### src/rtl/seg_disp_pkg.sv
// Shared constants for the one-hot step display: segment codes, digit-select
// values and anode patterns, plus the default scan dwell.
package seg_disp_pkg;

    localparam int unsigned SCAN_DIV_DEFAULT = 20;
    localparam int unsigned SCAN_CNT_W       = 26;
    localparam int unsigned STEP_W           = 21;

    localparam logic [4:0] IDX_MAX = 5'd20;
    localparam logic [3:0] WRAP_MAX = 4'd9;

    // Active-low segments {dp,g,f,e,d,c,b,a}; dp is never lit.
    localparam logic [7:0] SEG_0     = 8'hC0;
    localparam logic [7:0] SEG_1     = 8'hF9;
    localparam logic [7:0] SEG_2     = 8'hA4;
    localparam logic [7:0] SEG_3     = 8'hB0;
    localparam logic [7:0] SEG_4     = 8'h99;
    localparam logic [7:0] SEG_5     = 8'h92;
    localparam logic [7:0] SEG_6     = 8'h82;
    localparam logic [7:0] SEG_7     = 8'hF8;
    localparam logic [7:0] SEG_8     = 8'h80;
    localparam logic [7:0] SEG_9     = 8'h90;
    localparam logic [7:0] SEG_E     = 8'h86;
    localparam logic [7:0] SEG_BLANK = 8'hFF;

    localparam logic [1:0] DIG_UNITS = 2'd0;
    localparam logic [1:0] DIG_TENS  = 2'd1;
    localparam logic [1:0] DIG_WRAP  = 2'd2;
    localparam logic [1:0] DIG_ERR   = 2'd3;

    localparam logic [3:0] AN_DIG0 = 4'b1110;
    localparam logic [3:0] AN_DIG1 = 4'b1101;
    localparam logic [3:0] AN_DIG2 = 4'b1011;
    localparam logic [3:0] AN_DIG3 = 4'b0111;

    function automatic logic [3:0] an_encode(input logic [1:0] sel);
        logic [3:0] an;
        case (sel)
            DIG_UNITS: an = AN_DIG0;
            DIG_TENS:  an = AN_DIG1;
            DIG_WRAP:  an = AN_DIG2;
            default:   an = AN_DIG3;
        endcase
        return an;
    endfunction

endpackage

### src/rtl/seg7_decode.sv
// Combinational 7-segment decoder: BCD digit, blank or 'E' to active-low segments.
module seg7_decode
    import seg_disp_pkg::*;
(
    input  logic [3:0] code,
    input  logic       blank,
    input  logic       show_e,
    output logic [7:0] seg
);

    always_comb begin
        seg = SEG_BLANK;
        if (show_e) begin
            seg = SEG_E;
        end else if (!blank) begin
            case (code)
                4'd0:    seg = SEG_0;
                4'd1:    seg = SEG_1;
                4'd2:    seg = SEG_2;
                4'd3:    seg = SEG_3;
                4'd4:    seg = SEG_4;
                4'd5:    seg = SEG_5;
                4'd6:    seg = SEG_6;
                4'd7:    seg = SEG_7;
                4'd8:    seg = SEG_8;
                4'd9:    seg = SEG_9;
                default: seg = SEG_BLANK;
            endcase
        end
    end

endmodule

### src/rtl/onehot_seg_display.sv
// Decodes a one-hot rotating step pattern to an index, counts 20->0 wraps and
// multiplexes index, wrap count and error flag onto a 4-digit LED display.
module onehot_seg_display
    import seg_disp_pkg::*;
#(
    parameter int unsigned SCAN_DIV = SCAN_DIV_DEFAULT
) (
    input  logic                clk,
    input  logic                rst,
    input  logic [STEP_W-1:0]   step_in,
    output logic [3:0]          an,
    output logic [7:0]          seg,
    output logic [4:0]          idx_out,
    output logic                err
);

    localparam logic [SCAN_CNT_W-1:0] SCAN_TC = SCAN_CNT_W'(SCAN_DIV - 1);

    logic [STEP_W-1:0]     step_q, step_d;
    logic [4:0]            idx_q, idx_d;
    logic                  err_q, err_d;
    logic [3:0]            wrap_q, wrap_d;
    logic [SCAN_CNT_W-1:0] scan_cnt_q, scan_cnt_d;
    logic [1:0]            sel_q, sel_d;
    logic [3:0]            an_q, an_d;
    logic [7:0]            seg_q, seg_d;

    logic [4:0] pop, pos;
    logic [3:0] tens, units;
    logic [3:0] dig_code;
    logic       dig_blank, dig_e;

    assign step_d = step_in;

    always_comb begin
        pop = '0;
        pos = '0;
        for (int i = 0; i < STEP_W; i++) begin
            if (step_q[i]) begin
                pop = pop + 5'd1;
                pos = 5'(i);
            end
        end
    end

    // A wrap only counts when the previous update was itself valid, so a
    // 20 -> invalid -> 0 sequence leaves the counter alone.
    always_comb begin
        idx_d  = idx_q;
        err_d  = err_q;
        wrap_d = wrap_q;
        if (pop == 5'd1) begin
            idx_d = pos;
            err_d = 1'b0;
            if (!err_q && idx_q == IDX_MAX && pos == 5'd0) begin
                wrap_d = (wrap_q == WRAP_MAX) ? 4'd0 : wrap_q + 4'd1;
            end
        end else begin
            err_d = 1'b1;
        end
    end

    always_comb begin
        if (idx_q >= 5'd20) begin
            tens  = 4'd2;
            units = 4'(idx_q - 5'd20);
        end else if (idx_q >= 5'd10) begin
            tens  = 4'd1;
            units = 4'(idx_q - 5'd10);
        end else begin
            tens  = 4'd0;
            units = 4'(idx_q);
        end
    end

    always_comb begin
        scan_cnt_d = scan_cnt_q + 1'b1;
        sel_d      = sel_q;
        if (scan_cnt_q == SCAN_TC) begin
            scan_cnt_d = '0;
            sel_d      = sel_q + 2'd1;
        end
    end

    // Mux on the next select so an and seg move together on the advancing edge.
    always_comb begin
        dig_code  = units;
        dig_blank = 1'b0;
        dig_e     = 1'b0;
        case (sel_d)
            DIG_UNITS: begin
                dig_code = units;
            end
            DIG_TENS: begin
                dig_code  = tens;
                dig_blank = (tens == 4'd0);
            end
            DIG_WRAP: begin
                dig_code = wrap_q;
            end
            default: begin
                dig_code  = 4'd0;
                dig_blank = !err_q;
                dig_e     = err_q;
            end
        endcase
    end

    seg7_decode u_seg7_decode (
        .code   (dig_code),
        .blank  (dig_blank),
        .show_e (dig_e),
        .seg    (seg_d)
    );

    assign an_d = an_encode(sel_d);

    always_ff @(posedge clk) begin
        if (rst) begin
            step_q     <= '0;
            idx_q      <= '0;
            err_q      <= 1'b0;
            wrap_q     <= '0;
            scan_cnt_q <= '0;
            sel_q      <= DIG_UNITS;
            an_q       <= AN_DIG0;
            seg_q      <= SEG_0;
        end else begin
            step_q     <= step_d;
            idx_q      <= idx_d;
            err_q      <= err_d;
            wrap_q     <= wrap_d;
            scan_cnt_q <= scan_cnt_d;
            sel_q      <= sel_d;
            an_q       <= an_d;
            seg_q      <= seg_d;
        end
    end

    assign an      = an_q;
    assign seg     = seg_q;
    assign idx_out = idx_q;
    assign err     = err_q;

endmodule

### config.mk
export PLATFORM = sky130hd
export DESIGN_NAME = onehot_seg_display
export DESIGN_NICKNAME = d
export VERILOG_FILES = /design/src/rtl/seg_disp_pkg.sv /design/src/rtl/seg7_decode.sv /design/src/rtl/onehot_seg_display.sv
export SDC_FILE = /design/constraint.sdc
export NUM_CORES = 1
export LEC_CHECK = 0
export CORE_ASPECT_RATIO = 2
export CORE_UTILIZATION = 43
export DETAILED_ROUTE_END_ITERATION = 10
export PLACE_DENSITY = 0.71
export SYNTH_ARGS = -nofsm -noshare
export SYNTH_HDL_FRONTEND = slang
export SYNTH_SLANG_ARGS = --single-unit
export TNS_END_PERCENT = 20
### constraint.sdc
create_clock -name clk -period 33.6 [get_ports clk]
set_clock_uncertainty 0.15 [all_clocks]
set_input_delay 3.36 -clock clk [delete_from_list [all_inputs] [get_ports clk]]
set_output_delay 3.36 -clock clk [all_outputs]
set_load 0.02 [all_outputs]
After elaboration in Yosys (flattened, before gate mapping)
Memory sizes are Yosys's and may differ from the RTL's.
Cells that the tools add are included.
{"block": "totals", "inputBits": 23, "n_memories": 1, "out_inout_bits": 18, "register_bits": 71, "elab_cells": 110, "mem_bits_ro": 112}
{"block": "classes", "reduce_logical": 12, "n_eq_ne": 6, "add_sub_neg": 25, "magnitude_cmp": 2, "mux": 54}
{"name": "(no name shown)", "words": 16, "word_bits": 7, "read_ports": 1, "rd_ports_with_merged_regs": 0, "wr": 0, "line": "seg7_decode.sv:16", "source": "case (code)"}
{"operator": "2-to-1 mux 5 bit", "count": 39}
{"operator": "adder 5 x 1 -> 5 bit (second input constant)", "count": 20}
{"operator": "adder 26 x 1 -> 26 bit (second input constant)", "count": 1}
{"operator": "equality test 26 x 5 -> 1 bit (second input constant)", "count": 1}
{"operator": "one-hot mux 4 bit (3 select lines)", "count": 2}
{"operator": "2-to-1 mux 7 bit", "count": 2}
{"operator": "2-to-1 mux 4 bit", "count": 3}
{"operator": "OR reduction 2 bit", "count": 3}
{"operator": "OR reduction 3 bit", "count": 2}
{"operator": "equality test 5 x 1 -> 1 bit (second input constant)", "count": 1}
{"operator": "equality test 5 bit (second input constant)", "count": 1}
{"operator": ">= comparator 5 x 4 -> 1 bit (second input constant)", "count": 1}
{"operator": ">= comparator 5 bit (second input constant)", "count": 1}
{"operator": "logical NOT 5 bit", "count": 1}
{"operator": "2-to-1 mux 1 bit", "count": 5}
{"operator": "adder 4 x 1 -> 4 bit (second input constant)", "count": 1}
{"operator": "equality test 4 bit (second input constant)", "count": 1}
{"operator": "logical NOT 4 bit", "count": 1}
{"operator": "2-to-1 mux 2 bit", "count": 2}
{"operator": "subtractor 4 x 3 -> 4 bit (second input constant)", "count": 1}
{"operator": "subtractor 4 bit (second input constant)", "count": 1}
{"operator": "adder 2 x 1 -> 2 bit (second input constant)", "count": 1}
{"operator": "equality test 2 x 1 -> 1 bit (second input constant)", "count": 1}
{"operator": "equality test 2 bit (second input constant)", "count": 1}
{"operator": "other kinds (5)", "count": 6}

Depth between registers and ports, before layout
{"block": "logic_depth", "depth_word": 43, "mapped_depth": 65, "depth_no_buf": 64}

Cells and area by module
From an unflattened synthesis, not the netlist that was laid out.
{"block": "hier_totals", "cells_unflattened": 669, "hier_area_um2": 5611.6}
{"module": "onehot_seg_display", "seq_area_each_um2": 1421.4, "area_per_inst_um2": 5342.6, "cells_each": 633, "instances": 1}
{"module": "seg7_decode", "seq_area_each_um2": 0.0, "area_per_inst_um2": 269.0, "cells_each": 36, "instances": 1}

Worst setup path after synthesis
OpenSTA, ideal clock, no wires.
{"block": "synth_timing", "kind": "register to register", "startpoint": "register step_q[0]", "endpoint": "register idx_q[0], in the netlist idx_out[0]", "period_less_slack_ns": 12.550, "path_buffers": 0, "required_time_ns": 33.329, "path_stages_with_launch": 64, "setup_ns": 0.121, "arrival_time_ns": 12.279, "path_slack_ns": 21.050, "cell_sequence": "dfxtp_1 > inv_1 > ha_1 > xor2_1 > ha_1 > nor2b_1 > a31oi_1 > ha_1 > nand2_1 > nand2_1 > ha_1 > nand2_1 > nand3_1 > ha_1 > nor2b_1 > a41oi_1 > ha_1 > nand2_1 > (+28 left out) > o21ai_0 > ha_1 > mux2_2 > ha_1 > mux2_2 > ha_1 > mux2_2 > ha_1 > mux2_2 > ha_1 > xnor2_1 > nor3b_1 > a31oi_1 > or3b_1 > o41ai_1 > nand3_1 > mux2i_4 > mux2_4"}
{"block": "synth_via", "elab_chain_cells": 42}
{"element": "from (decl)", "line": "onehot_seg_display.sv:19", "source": "logic [STEP_W-1:0] step_q, step_d;"}
{"element": "from (signal assigned)", "line": "onehot_seg_display.sv:129", "source": "step_q <= step_d;"}
{"element": "2-to-1 mux 1 bit *", "line": "onehot_seg_display.sv:39", "source": "if (step_q[i]) begin"}
{"element": "adder 5 x 1 -> 5 bit", "line": "onehot_seg_display.sv:40", "source": "pop = pop + 5'd1;"}
{"element": "2-to-1 mux 5 bit *", "line": "onehot_seg_display.sv:39"}
{"element": "adder 5 x 1 -> 5 bit", "line": "onehot_seg_display.sv:40"}
{"element": "2-to-1 mux 5 bit *", "line": "onehot_seg_display.sv:39"}
{"element": "adder 5 x 1 -> 5 bit", "line": "onehot_seg_display.sv:40"}
{"element": "2-to-1 mux 5 bit *", "line": "onehot_seg_display.sv:39"}
{"element": "adder 5 x 1 -> 5 bit", "line": "onehot_seg_display.sv:40"}
{"element": "(+26 left out)"}
{"element": "2-to-1 mux 5 bit *", "line": "onehot_seg_display.sv:39"}
{"element": "adder 5 x 1 -> 5 bit", "line": "onehot_seg_display.sv:40"}
{"element": "2-to-1 mux 5 bit *", "line": "onehot_seg_display.sv:39"}
{"element": "adder 5 x 1 -> 5 bit", "line": "onehot_seg_display.sv:40"}
{"element": "2-to-1 mux 5 bit *", "line": "onehot_seg_display.sv:39"}
{"element": "adder 5 x 1 -> 5 bit", "line": "onehot_seg_display.sv:40"}
{"element": "2-to-1 mux 5 bit *", "line": "onehot_seg_display.sv:39"}
{"element": "equality test 5 x 1 -> 1 bit *", "line": "onehot_seg_display.sv:52", "source": "if (pop == 5'd1) begin"}
{"element": "to (signal assigned)", "line": "onehot_seg_display.sv:130", "source": "idx_q <= idx_d;"}
{"element": "to (decl)", "line": "onehot_seg_display.sv:20", "source": "logic [4:0] idx_q, idx_d;"}
Every way passes the cells marked *; elsewhere a longest branch is shown, timed or not.
A chain may end at the register's enable or synchronous reset.

Final worst setup path
{"block": "layout_timing", "startpoint": "register step_q[1]", "endpoint": "register idx_q[0], in the netlist idx_out[0]"}
{"block": "layout_via", "elab_chain_cells": 40, "word_cells_on_any_way": 60, "cone_classes": "add/sub (19); eq/ne (1); mux (40)"}
{"element": "2-to-1 mux 5 bit", "line": "onehot_seg_display.sv:39"}
{"element": "adder 5 x 1 -> 5 bit", "line": "onehot_seg_display.sv:40"}
{"element": "2-to-1 mux 5 bit", "line": "onehot_seg_display.sv:39"}
{"element": "adder 5 x 1 -> 5 bit", "line": "onehot_seg_display.sv:40"}
{"element": "2-to-1 mux 5 bit", "line": "onehot_seg_display.sv:39"}
{"element": "adder 5 x 1 -> 5 bit", "line": "onehot_seg_display.sv:40"}
{"element": "2-to-1 mux 5 bit", "line": "onehot_seg_display.sv:39"}
{"element": "adder 5 x 1 -> 5 bit", "line": "onehot_seg_display.sv:40"}
{"element": "(+24 left out)"}
{"element": "2-to-1 mux 5 bit", "line": "onehot_seg_display.sv:39"}
{"element": "adder 5 x 1 -> 5 bit", "line": "onehot_seg_display.sv:40"}
{"element": "2-to-1 mux 5 bit", "line": "onehot_seg_display.sv:39"}
{"element": "adder 5 x 1 -> 5 bit", "line": "onehot_seg_display.sv:40"}
{"element": "2-to-1 mux 5 bit", "line": "onehot_seg_display.sv:39"}
{"element": "adder 5 x 1 -> 5 bit", "line": "onehot_seg_display.sv:40"}
{"element": "2-to-1 mux 5 bit", "line": "onehot_seg_display.sv:39"}
{"element": "equality test 5 x 1 -> 1 bit", "line": "onehot_seg_display.sv:52"}
Parallel ways exist; a longest one is shown, timed or not.

==> run metrics <==
Simple-Gate Fraction of Synth Area=24.8%; commonest non-fill, non-tap cell in the layout=dfxtp_1; Final Wtd Congestion=0.841; number of antenna-violating nets in the routed design=0; FFs w/ async S/R, synth=0%; Area after DPL=6090 um^2; first-pass GRT wire length=21800 um; H-tree levels=3; highest-count cells in the layout ignoring fill and taps=dfxtp_1, nor2_1, nand2_1; pin count of the biggest net entering global routing=46; Tot GR Track Use=19.7%; post-synthesis mux area share=5.06%; Die W=83.0 um; DP Wirelength=9900 um; TritonCTS Buffers=9; Seq/Total Area, Yosys=24.8%; setup TNS=0 ns; slowest CP cell=a31oi_1; Worst path most repeated cell=ha_1; Psw=0.186 mW; # diodes=0; DIE AREA=13600 um^2; highest cell delay on the worst timing path=0.40 ns; Clk network pwr share=21.4%; DR iter-0 viols=194; PD cells=72.0 nW/um^2; clk root buf=clkbuf_16; Max Cap Viol=0; Synth Register Bits=70; critical path arrival=13.94 ns; Rows=58; worst reg2reg path depth=63; min-delay src=scan_cnt_q[0]$_SDFF_PP0_; final max-slew violation count=0; Syn. warnings=0; Final setup viols=0; Top FF cell, synth=dfxtp_1; synthesized area=5640 um^2; CP startpoint=step_q[1]$_SDFF_PP0_; crit-path max FO=6; Post-synth EDFFs=0; Clk Latency, worst-skew pair=0.33 ns; Seq pwr share=21.5%; static leakage=2.61 nW; fin area=6400 um^2; Yosys top cell by area=dfxtp_1; Synth Area in Adders=6.65%; Max Fclk=72.1 MHz; Syn-to-layout area delta=13.4%; setup bufs post-CTS=0; switching part of the total=40.4%; DR vias/cell=5.60; wirelength, routed=12900 um; crit path capture type=flop; Peak VDD IR=0.0416 mV; RSZ-0062 raised after global routing=no; cell-internal power=0.274 mW; ratio of cells with drive above 1 in the final layout=7.01%; total core area=12700 um^2; port bufs=39; hold depth=1; Worst EP required=33.67 ns; DRC violation count after routing=0; filler instances=1204; nets=747; syn_nets=730; CTS tree=yes; largest family of logic cells by synthesized area=simple AND/OR/NAND/NOR gates; register clock-pin slew on the reported worst setup and hold paths=0.06 ns; syn_area_per_cell=8.33 um^2; first-pass detailed-route iteration total=5; Logic pwr share=57.1%; Compound-Gate Fraction of Synth Area=13.9%; Cell variety after synth=71; Initial Utilization=44.4%; element type at the critical path start=flop; status=complete, no violations; post-route clock period utilization=41.3%; clk sinks=70; Synth area leaders=dfxtp_1, ha_1, xnor2_1, xor2_1, nor2_1; wire per inst=15.2 um; crit path kind=reg -> reg; via count=4756; grt total ovfl=0; IO Count=41; initial antenna violation count=0; xor and xnor area share after synthesis=20.3%; Die Height=164 um; Slew HR=22.0%; worst-margin pin slew=1.16 ns; hold buffer count at CTS=0; vias in the first global route=4923; Mapped Cells=677; final hold vios=0; post-cts resize count=0; Min-Delay Path Class=reg -> reg; clock tree buffer depth=2; top cell type's share of synthesized area=24.8%; Tmin final=13.87 ns; RR Startpoint=step_q[1]$_SDFF_PP0_
==> flip-flops by register name (all words and copies together) (netlist names) <==
signal / cells
step_q: 21
err: 1
an: 4
idx_out: 5
seg: 7
sel_q: 2
scan_cnt_q: 26
wrap_q: 4
==> critical path, delay by kind of cell (launching register included) <==
kind	cells	cell delay, ns
AO/OA/AOI/OAI	14	2.56
XOR/XNOR	2	0.42
multiplexers	7	2.09
AND/OR/NAND/NOR	17	2.34
buffers and inverters	4	0.26
flip-flops	1	0.34
adder cells (fa/ha/maj)	19	5.57
==> synthesized netlist by cell type, types with 4 or more instances <==
cell       n
nand3_1   24
mux2i_1   15
xor3_1     5
nand4_1    9
xnor2_1   39
and3_1    11
nand2b_1  10
xnor3_1    8
dfxtp_1   70
nor3b_1    5
nand2_1   54
a21o_1     4
and2_1     6
o21bai_1   4
nand3b_1   8
and4_1     5
o211ai_1   5
nor2b_1   30
inv_1     27
ha_1      30
clkbuf_1  28
buf_2      5
nor4_1     9
a21oi_1   39
nor2_1    68
xor2_1    38
a31oi_1    7
nor3_1     8
or2_2      6
mux2_2     6
xnor3_2    4
o21ai_0   27
==> power groups by stage <==
stage	clock, mW	combinational [mW]	sequential (mW)
2_1_floorplan	0	0.206	0.103
3_3_place_gp	0	0.251	0.100
3_5_place_dp	0	0.263	0.100
4_1_cts	0.101	0.265	0.0988
5_1_grt	0.104	0.293	0.100
6_report	0.0983	0.263	0.0990
==> layout make-up <==
class / count / area, um^2 / share of cell area (%)
multi-input combinational: 544 / 3990 / 62.4
sequential: 70 / 1400 / 21.9
timing repair buffer: 40 / 398 / 6.22
clock buffer: 10 / 239 / 3.74
tap: 150 / 188 / 2.93
inverter: 29 / 109 / 1.70
clock inverter: 6 / 68.8 / 1.08
==> cell families after synthesis <==
| logic type | count (synthesis) |
|---|---|
| AO/OA/AOI/OAI | 122 |
| XOR/XNOR | 98 |
| adder cells (fa/ha/maj) | 30 |
| buffers and inverters | 63 |
| flip-flops | 70 |
| multiplexers | 25 |
| other | 1 |
| AND/OR/NAND/NOR | 268 |
==> routing by layer <==
| metal | GRT usage, % | up-vias | share of wire, % |
|---|---|---|---|
| met4 | 12.2 | 0 | 3.9 |
| met2 | 39.0 | 83 | 56 |
| met1 | 18.5 | 2232 | 38 |
| met5 | 0 | - | 0 |
| met3 | 2.91 | 40 | 2.4 |
| li1 | - | 2401 | - |
==> final timing paths <==
path | end | slack (ns)
max | idx_out[0]$_SDFFE_PP0N_ | 19.73
min | scan_cnt_q[0]$_SDFF_PP0_ | 0.33
max reg2reg | idx_out[0]$_SDFFE_PP0N_ | 19.73
min reg2reg | scan_cnt_q[0]$_SDFF_PP0_ | 0.33
==> per-stage QoR <==
| step | std cells | util, % | hold slack (ns) | power [mW] | worst slack [ns] |
|---|---|---|---|---|---|
| floorplan | 677 | - | 0.288 | 0.309 | 21.05 |
| global placement | 833 | 47.9 | 0.303 | 0.352 | 20.42 |
| global route | 849 | 50.4 | 0.383 | 0.497 | 18.75 |
| detailed placement | 833 | 47.9 | 0.328 | 0.363 | 19.80 |
| CTS | 849 | 50.4 | 0.343 | 0.465 | 19.73 |
| finish | 849 | 50.4 | 0.329 | 0.460 | 19.73 |
Power figures use the tool's default switching activity.
